## src/rtl/dma_seq_pkg.sv

```systemverilog
// dma_seq_pkg
// Shared definitions for the DMA command sequencer slice.
//   - default parameter constants for dma_cmd_sequencer
//   - state_e : sequencer FSM states
//   - cmd_t   : one load/store command as issued by the reservation
//               station (widths follow the default parameters)
// Optional feature macro used by this slice: DMA_SEQ_PERF_CNT_EN
package dma_seq_pkg;

  localparam int DEF_ADDR_W  = 16;
  localparam int DEF_LEN_W   = 16;
  localparam int DEF_ROB_W   = 3;
  localparam int DEF_BURST   = 16;
  localparam int DEF_MAX_OUT = 4;

  typedef enum logic [1:0] {
    IDLE  = 2'd0,
    ISSUE = 2'd1,
    DRAIN = 2'd2,
    DONE  = 2'd3
  } state_e;

  typedef struct packed {
    logic [DEF_ADDR_W-1:0] start;
    logic [DEF_LEN_W-1:0]  len;
    logic [DEF_ROB_W-1:0]  robId;
    logic                  write;
  } cmd_t;

endpackage

```

## src/rtl/dma_cmd_sequencer_rr_arb2.sv

```systemverilog
// rr_arb2
// Two-input round-robin arbiter used to pick between the ld and st
// command streams.
// Ports:
//   clock      : clock
//   reset      : synchronous, active-low
//   req_i[1:0] : requests (bit 0 = ld, bit 1 = st)
//   advance_i  : a grant was taken this cycle; move the pointer
//   gnt_o[1:0] : one-hot grant (or zero when nothing requests)
module rr_arb2 (
  input  logic       clock,
  input  logic       reset,
  input  logic [1:0] req_i,
  input  logic       advance_i,
  output logic [1:0] gnt_o
);

  // ptr_q names the requester that wins a tie: 0 = index 0, 1 = index 1.
  logic ptr_q;
  logic ptr_d;

  // A lone requester always wins; on a tie the pointer decides.
  always_comb begin
    gnt_o = req_i;
    if (req_i[0] && req_i[1]) begin
      gnt_o = ptr_q ? 2'b10 : 2'b01;
    end
  end

  // After any taken grant the pointer moves away from the winner, so the
  // other side has priority at the next tie.
  always_comb begin
    ptr_d = ptr_q;
    if (advance_i && (gnt_o != 2'b00)) begin
      ptr_d = gnt_o[0];
    end
  end

  // Pointer register; reset gives index 0 (ld) the first tie.
  always_ff @(posedge clock) begin
    if (!reset) begin
      ptr_q <= 1'b0;
    end else begin
      ptr_q <= ptr_d;
    end
  end

endmodule

```

## src/rtl/dma_cmd_sequencer.sv

```systemverilog
// dma_cmd_sequencer
// Takes ld/st commands from the reservation station, splits each into
// DMA bursts of at most BURST words on one shared scratchpad port, keeps
// at most MAX_OUT bursts unacknowledged, and reports the command's robId
// once every burst has been acknowledged.
// Ports:
//   clock, reset        : clock, synchronous active-low reset
//   ld_* / st_*         : command offer (valid/ready, start, len, robId)
//   dma_req_*           : burst request (valid/ready, addr, len, write)
//   dma_resp_valid      : one pulse per acknowledged burst
//   completed_valid/bits: one-cycle completion pulse with robId
//   busy                : high whenever the sequencer is not idle
//   perf_busy_cycles, perf_bursts : only with DMA_SEQ_PERF_CNT_EN
// Optional feature macro: DMA_SEQ_PERF_CNT_EN
module dma_cmd_sequencer
  import dma_seq_pkg::*;
#(
  parameter int ADDR_W  = DEF_ADDR_W,
  parameter int LEN_W   = DEF_LEN_W,
  parameter int ROB_W   = DEF_ROB_W,
  parameter int BURST   = DEF_BURST,
  parameter int MAX_OUT = DEF_MAX_OUT
) (
  input  logic              clock,
  input  logic              reset,
  input  logic              ld_valid,
  output logic              ld_ready,
  input  logic [ADDR_W-1:0] ld_start,
  input  logic [LEN_W-1:0]  ld_len,
  input  logic [ROB_W-1:0]  ld_robId,
  input  logic              st_valid,
  output logic              st_ready,
  input  logic [ADDR_W-1:0] st_start,
  input  logic [LEN_W-1:0]  st_len,
  input  logic [ROB_W-1:0]  st_robId,
  output logic              dma_req_valid,
  input  logic              dma_req_ready,
  output logic [ADDR_W-1:0] dma_req_addr,
  output logic [7:0]        dma_req_len,
  output logic              dma_req_write,
  input  logic              dma_resp_valid,
  output logic              completed_valid,
  output logic [ROB_W-1:0]  completed_bits,
  output logic              busy
`ifdef DMA_SEQ_PERF_CNT_EN
  ,
  output logic [31:0]       perf_busy_cycles,
  output logic [31:0]       perf_bursts
`endif
);

  localparam int OUT_W = $clog2(MAX_OUT + 1);

  state_e            state_q, state_d;
  logic [ADDR_W-1:0] addr_q, addr_d;
  logic [LEN_W-1:0]  remaining_q, remaining_d;
  logic [ROB_W-1:0]  robId_q, robId_d;
  logic              write_q, write_d;
  logic [OUT_W-1:0]  outstanding_q, outstanding_d;

  logic [1:0]        gnt;
  logic              canAccept;
  logic              accept;
  logic [ADDR_W-1:0] selStart;
  logic [LEN_W-1:0]  selLen;
  logic [ROB_W-1:0]  selRobId;
  logic [LEN_W-1:0]  burstLen;
  logic              lastBurst;
  logic              reqFire;
  logic              respTake;

  rr_arb2 u_arb (
    .clock     (clock),
    .reset     (reset),
    .req_i     ({st_valid, ld_valid}),
    .advance_i (accept),
    .gnt_o     (gnt)
  );

  // Commands are only taken while idle and out of reset; ready goes to
  // the arbitration winner alone, so at most one side fires per cycle.
  always_comb begin
    canAccept = (state_q == IDLE) && reset;
    ld_ready  = canAccept && gnt[0];
    st_ready  = canAccept && gnt[1];
    accept    = (ld_valid && ld_ready) || (st_valid && st_ready);
    selStart  = st_ready ? st_start : ld_start;
    selLen    = st_ready ? st_len   : ld_len;
    selRobId  = st_ready ? st_robId : ld_robId;
  end

  // Burst sizing and the DMA request side. The request can only drop by
  // reaching MAX_OUT, which needs a fire first, so a raised request stays
  // up with stable addr/len until it is taken.
  always_comb begin
    lastBurst     = (remaining_q <= LEN_W'(BURST));
    burstLen      = lastBurst ? remaining_q : LEN_W'(BURST);
    dma_req_valid = (state_q == ISSUE) && (outstanding_q < OUT_W'(MAX_OUT));
    reqFire       = dma_req_valid && dma_req_ready;
    respTake      = dma_resp_valid && (outstanding_q != '0);
    dma_req_addr  = addr_q;
    dma_req_len   = 8'(burstLen);
    dma_req_write = write_q;
  end

  // Outstanding-burst bookkeeping plus the IDLE/ISSUE/DRAIN/DONE walk.
  // A stray acknowledgement with nothing outstanding is dropped, and the
  // DRAIN exit looks at the post-update count so the final ack is counted
  // in the cycle it arrives.
  always_comb begin
    outstanding_d = outstanding_q + OUT_W'(reqFire) - OUT_W'(respTake);
    state_d       = state_q;
    addr_d        = addr_q;
    remaining_d   = remaining_q;
    robId_d       = robId_q;
    write_d       = write_q;
    case (state_q)
      IDLE: begin
        if (accept) begin
          addr_d      = selStart;
          remaining_d = selLen;
          robId_d     = selRobId;
          write_d     = st_ready;
          state_d     = (selLen == '0) ? DONE : ISSUE;
        end
      end
      ISSUE: begin
        if (reqFire) begin
          addr_d      = addr_q + ADDR_W'(burstLen);
          remaining_d = remaining_q - burstLen;
          if (lastBurst) begin
            state_d = DRAIN;
          end
        end
      end
      DRAIN: begin
        if (outstanding_d == '0) begin
          state_d = DONE;
        end
      end
      DONE: begin
        state_d = IDLE;
      end
      default: begin
        state_d = IDLE;
      end
    endcase
  end

  // State registers; reset drops any command in flight without reporting it.
  always_ff @(posedge clock) begin
    if (!reset) begin
      state_q       <= IDLE;
      addr_q        <= '0;
      remaining_q   <= '0;
      robId_q       <= '0;
      write_q       <= 1'b0;
      outstanding_q <= '0;
    end else begin
      state_q       <= state_d;
      addr_q        <= addr_d;
      remaining_q   <= remaining_d;
      robId_q       <= robId_d;
      write_q       <= write_d;
      outstanding_q <= outstanding_d;
    end
  end

  // Completion is a one-cycle pulse taken straight from the DONE state.
  always_comb begin
    completed_valid = (state_q == DONE);
    completed_bits  = completed_valid ? robId_q : '0;
    busy            = (state_q != IDLE);
  end

`ifdef DMA_SEQ_PERF_CNT_EN
  logic [31:0] perfBusy_q;
  logic [31:0] perfBursts_q;

  // Saturating activity counters: busy cycles and fired bursts.
  always_ff @(posedge clock) begin
    if (!reset) begin
      perfBusy_q   <= '0;
      perfBursts_q <= '0;
    end else begin
      if (busy && (perfBusy_q != '1)) begin
        perfBusy_q <= perfBusy_q + 32'd1;
      end
      if (reqFire && (perfBursts_q != '1)) begin
        perfBursts_q <= perfBursts_q + 32'd1;
      end
    end
  end

  assign perf_busy_cycles = perfBusy_q;
  assign perf_bursts      = perfBursts_q;
`else
  // Performance counters are not built in this configuration.
`endif

endmodule

```

## config.mk

```make
export PLATFORM = sky130hd
export DESIGN_NAME = dma_cmd_sequencer
export DESIGN_NICKNAME = d
export VERILOG_FILES = /design/src/rtl/dma_seq_pkg.sv /design/src/rtl/dma_cmd_sequencer_rr_arb2.sv /design/src/rtl/dma_cmd_sequencer.sv
export SDC_FILE = /design/constraint.sdc
export NUM_CORES = 1
export LEC_CHECK = 0
export ABC_AREA = 0
export CAP_MARGIN = 20
export CORE_MARGIN = 2
export CORE_UTILIZATION = 30
export DETAILED_ROUTE_END_ITERATION = 10
export GPL_ROUTABILITY_DRIVEN = 0
export SYNTH_ARGS = -nofsm -noshare
export SYNTH_HDL_FRONTEND = slang
export SYNTH_SLANG_ARGS = --single-unit
```

## constraint.sdc

```tcl
create_clock -name clock -period 3.3 [get_ports clock]
set_input_delay 0.33 -clock clock [delete_from_list [all_inputs] [get_ports clock]]
set_output_delay 0.33 -clock clock [all_outputs]
set_load 0.1 [all_outputs]
```

======== Yosys cells after proc, flatten, opt, wreduce, memory -nomap -nowiden ========
Cells that the tools add are included.
cells by class
  order comparisons ....................... 2
  multiplexer cells ....................... 19
  equal/unequal tests ..................... 7
  $add $sub $neg .......................... 4
  reductions and logical operators ........ 21
operators with widths
  kind                                                                                number
  16-bit 2-to-1 mux                                                                   7
  16-bit one-hot mux with 2 select lines                                              2
  16-bit adder                                                                        1
  16-bit by 5-bit less-or-equal comparator with 1-bit output (second input constant)  1
  16-bit zero test                                                                    1
  16-bit subtractor                                                                   1
  2-bit 2-to-1 mux                                                                    7
  1-bit logical AND                                                                   10
  2-bit one-hot mux with 4 select lines                                               1
  3-bit 2-to-1 mux                                                                    2
  2-bit inequality test (second input constant)                                       3
  2-bit nonzero test                                                                  3
  2-bit == test (second input constant)                                               2
  4-bit AND reduction                                                                 1
  3-bit by 1-bit adder with 3-bit output                                              1
  3-bit zero test                                                                     1
  3-bit < comparator (second input constant)                                          1
  3-bit AND reduction                                                                 1
  3-bit nonzero test                                                                  1
  3-bit by 1-bit subtractor with 3-bit output                                         1
  2-bit by 1-bit == test with 1-bit output (second input constant)                    1
  2-bit zero test                                                                     1
  2-bit by 1-bit inequality test with 1-bit output (second input constant)            1
  2-bit AND reduction                                                                 1
  1-bit logical OR                                                                    1
word-level totals
  register bits ........................... 42
  output and inout bits ................... 33
  logic and storage cells ................. 60
  input port bits ......................... 76

======== Depth between registers and ports, before layout ========
  word-level depth ........................ 8
  gate-level depth with buffers ........... 13
  gate-level depth less buffers ........... 13

======== By module ========
Synthesis repeated with hierarchy kept, for this count alone.
second synthesis, totals
  cell total of the unflattened synthesis .. 491
  area total of the unflattened synthesis .. 3621.0 µm²
by module, submodules not included
  module             cells an instance  sequential area each (µm²)  times used  area each (µm²)
  dma_cmd_sequencer  484                820.8                       1           3559.7
  rr_arb2            7                  20.0                        1           61.3

======== Least setup slack after synthesis ========
OpenSTA, ideal clock, no wires.
  path type ............................... reg2reg
  start ................................... register remaining_q[9]
  end ..................................... register addr_q[12] (netlist: dma_req_addr[12])
  clock period less this slack ............ 4.896 ns
  path buffers ............................ 0
  path slack .............................. -1.596 ns
  library setup time ...................... 0.080 ns
  stages on the path, launching flop included .. 14
  required time ........................... 3.220 ns
  arrival time ............................ 4.816 ns
  cell sequence ........................... dfxtp_1 nor4_4 nand4_2 or2_1 nor2_1 ha_1 inv_1 fa_1 nor2b_1 o2111a_1 o31ai_2 a31oi_1 mux2_2 o211ai_1
between the ends
  cells in the longest elaborated chain, start to end .. 5
RTL lines
  what                                                        line                      source
  start, declared                                             dma_cmd_sequencer.sv:56   logic [LEN_W-1:0] remaining_q, remaining_d;
  start signal, assigned                                      dma_cmd_sequencer.sv:162  remaining_q <= remaining_d;
  16-bit by 5-bit less-or-equal comparator with 1-bit output  dma_cmd_sequencer.sv:96   lastBurst = (remaining_q <= LEN_W'(BURST));
  16-bit 2-to-1 mux                                           dma_cmd_sequencer.sv:97   burstLen = lastBurst ? remaining_q : LEN_W'(BURST);
  net dma_req_len[4]                                          dma_cmd_sequencer.sv:39   output logic [7:0] dma_req_len,
  16-bit adder                                                dma_cmd_sequencer.sv:129  addr_d = addr_q + ADDR_W'(burstLen);
  16-bit 2-to-1 mux                                           dma_cmd_sequencer.sv:128  if (reqFire) begin
  16-bit one-hot mux with 2 select lines                      dma_cmd_sequencer.sv:117  case (state_q)
  end signal, assigned                                        dma_cmd_sequencer.sv:161  addr_q <= addr_d;
  end, declared                                               dma_cmd_sequencer.sv:55   logic [ADDR_W-1:0] addr_q, addr_d;
The timed path passes the listed nets, and every way through them passes these cells. The select of a mux whose other input is x is not followed.
A chain may end at the register's enable or synchronous reset.

======== Worst setup path after layout ========
  start ................................... register remaining_q[11]
  end ..................................... register addr_q[12] (netlist: dma_req_addr[12])
between the ends
  cells in the longest elaborated chain, start to end .. 5
RTL lines
  what                                                        line
  16-bit by 5-bit less-or-equal comparator with 1-bit output  dma_cmd_sequencer.sv:96
  16-bit 2-to-1 mux *                                         dma_cmd_sequencer.sv:97
  16-bit adder *                                              dma_cmd_sequencer.sv:129
  16-bit 2-to-1 mux *                                         dma_cmd_sequencer.sv:128
  16-bit one-hot mux with 2 select lines *                    dma_cmd_sequencer.sv:117
Mark *: on every way between the ends. The rest lies on a longest branch, timed or not. The select of a mux whose other input is x is not followed.

==> run_results.csv <==
group,metric,value,unit
logic_synthesis,synth_seq_cells,42,
route,vias,3950,
min_path,hold-path-cell-count,2,
finish,n_antenna_cell,0,
worst_setup_path,reg2regPathDepth,13,
logic_synthesis,syn_area_per_cell,7.37,sq um
finish,final_nets,688,
sta,rsz0062_at_grt,"no",
sta,timing.setup.tns,0,ns
logic_synthesis,syn_area,3540,sq um
worst_setup_path,r2r-end,"dma_req_addr[12]",
clock_tree,htree_levels,2,
run,maxCapViolCount,0,
clock_tree,ctsHoldBuffers,0,
route,top_layer_used,"met4",
place,dpl.hpwl,8890,microns
finish,final_core_util,43.4,%
clock_tree,clockBufferDepth,2,
sta,tightest_slew,0.981,ns
route,drt_iter0_markers,246,
pwr,power.leakage,1.96,nW
route,wl_met2,5480,microns
logic_synthesis,async_flop_share,0,%
logic_synthesis,synth.area.top_cells,"dfxtp_1 24%, nand2_1 8.6%, ha_1 8.1%, a21oi_1 6.8%, mux2i_1 4.0%",
worst_setup_path,cp.arrival,3.27,ns
place,portBuffers,105,
logic_synthesis,synth_top_area_share,23.8,%
logic_synthesis,synth_top_area_cell,"dfxtp_1",
grt,grt_pass1_wl,19000,microns
grt,grt_max_degree,50,
clock_tree,cts_tree,"built",
route,detail-route-antenna-nets,0,
floorplan,initial_utilization,30.8,%
floorplan,die_x,113,microns
route,drt_drc_violations_left,0,
clock_tree,root_buffer,"clkbuf_16",
logic_synthesis,yosys_most_used_dff,"dfxtp_1",
worst_setup_path,critPathMaxFanout,5,
clock_tree,clk_pin_slew,0.06,ns
worst_setup_path,critPathRequiredTime,3.50,ns
clock_tree,numCtsBuffers,5,
sta,fin_worst_skew,0.00484,ns
worst_setup_path,r2r_start,"remaining_q[11]",
pwr,ir_worst_vdd,0.592,mV
route,route.met3.wl,748,microns
floorplan,die_y,113,microns
grt,grt_use_total,18.3,%
logic_synthesis,ys_seq_area_share,23.8,%
logic_synthesis,synth_warnings,0,
sta,fin_crit,3.06,ns
worst_setup_path,r2r_slack,0.24,ns
min_path,hp-start,"remaining_q[13]",
worst_setup_path,crit_type,"reg -> reg",
sta,setup_viol,0,
route,wl,11900,microns
finish,drive_gt1_share,10.9,%
route,detail_route.vias_per_cell,5.40,
min_path,hold_end,"remaining_q[13]",
grt,antenna_found_initial,0,
worst_setup_path,cp-end-kind,"flop",
sta,final_hold_viol_count,0,
status,outcome,"completed",
logic_synthesis,synth_edf_count,0,
grt,grt-ovfl-total,0,
sta,drv_slew,0,
logic_synthesis,synthDistinctLibCells,70,
clock_tree,cts-resized-gates,0,
clock_tree,clk_latency,0.28,ns
finish,area_growth,40.9,%
clock_tree,postCtsSetupBuffers,0,
logic_synthesis,synth_cells,480,
pwr,power,5.03,mW
floorplan,core_area,11500,sq um
floorplan,io_pins,109,
worst_setup_path,worst_setup_path_start_kind,"flop",
sta,post-route-period-util,92.8,%
route,drtPass1Iterations,5,
sta,max_slew_margin,34.4,%
min_path,min_path_type,"reg -> reg",
route,routedWlPerCell,16.3,microns
floorplan,rows,39,
pwr,power_density,1010,nW/um^2
floorplan,dieArea,12700,sq um
clock_tree,cts_sinks,42,
sta,max_freq,326,MHz
grt,grt_pass1_vias,3772,
route,wl_met1,5620,microns
## cells in the mapped netlist (3+ instances only)
library cell	n
a31oi_1	8
o22ai_1	6
clkbuf_1	19
xnor2_1	5
nor4_1	10
o221ai_1	5
a311oi_1	4
a211oi_1	4
nand3_1	11
o21ai_1	7
and2_1	8
o21a_1	4
nand3b_1	5
inv_1	12
a21o_1	6
nor2b_1	4
ha_1	23
buf_2	7
a21oi_1	48
and3_1	6
nand2_1	81
buf_4	3
mux2i_1	14
nor3_1	9
o211ai_1	8
nor2_1	37
a211o_1	3
dfxtp_1	42
nand2b_1	3
nand4b_1	3
o21ai_0	25
## registers in the layout, indices dropped and copies added, names as in the netlist
| name | cells |
|---|---|
| u_arb.ptr_q | 1 |
| robId_q | 3 |
| dma_req_addr | 16 |
| outstanding_q | 3 |
| state_q | 2 |
| remaining_q | 16 |
| dma_req_write | 1 |
## power breakdown
group	internal (mW)	switching, mW
combinational	1.20	2.39
clock	0.301	0.204
sequential	0.714	0.217
## through the flow
step / std cells / setup slack [ns] / hold WS, ns / instance area [sq um]
after floorplan: 492 / -0.361 / 0.441 / 3640
after global placement: 723 / 0.295 / 0.451 / 4830
after detailed placement: 723 / 0.254 / 0.461 / 4830
after CTS: 731 / 0.224 / 0.470 / 4980
after global routing: 731 / 0.0182 / 0.502 / 4980
final: 731 / 0.236 / 0.473 / 4980
## critical path, stage by stage (launching register included)
cell      delay, ns
dfxtp_2        0.34
nor4_4         0.30
nand4_2        0.18
or2_4          0.33
nor2_4         0.14
ha_4           0.14
inv_2          0.04
fa_2           0.36
nor2b_2        0.15
o2111a_1       0.28
o31ai_4        0.11
a31oi_1        0.20
mux2_2         0.35
o211ai_1       0.08
## cells by family after synthesis
logic type	synth area share [%]
AO/OA/AOI/OAI	28.9
XOR/XNOR	1.73
adder cells (fa/ha/maj)	9.27
buffers and inverters	5.34
flip-flops	23.8
multiplexers	4.60
other	0.212
AND/OR/NAND/NOR	26.2
## how the worst max path moves through the flow
stage / start / to / slack (ns)
floorplan: remaining_q[11] / dma_req_addr[12] / -0.36
global placement: remaining_q[11] / dma_req_addr[12] / 0.30
detailed placement: remaining_q[11] / dma_req_addr[12] / 0.25
CTS: remaining_q[11] / dma_req_addr[12] / 0.22
global route: remaining_q[11] / dma_req_addr[9] / 0.02
finish: remaining_q[11] / dma_req_addr[12] / 0.24
## per-layer routing
| layer | vias to the layer above | global-route usage, % |
|---|---|---|
| met1 | 1850 | 25.3 |
| met2 | 131 | 29.8 |
| li1 | 1961 | - |
| met3 | 8 | 3.78 |
| met4 | 0 | 3.58 |
| met5 | - | 0 |
## placed cells by master, fill, tap and decap left out, types with 11 or more instances in the layout
cell              n
nand3_1          11
o21ai_0          25
nand2_1          81
conb_1           14
ha_1             22
a21oi_1          48
mux2i_1          14
dfxtp_1          40
clkdlybuf4s50_1  93
buf_4            22
nor2_1           36
## layout make-up
cell class	count	area, sq um
timing repair buffer	118	1160
multi-input combinational	407	2600
sequential	42	843
tap	143	179
inverter	13	52.6
clock inverter	1	5.00
clock buffer	7	143
fill	1157	6480
Note: power is estimated with default switching activity, not from simulation.
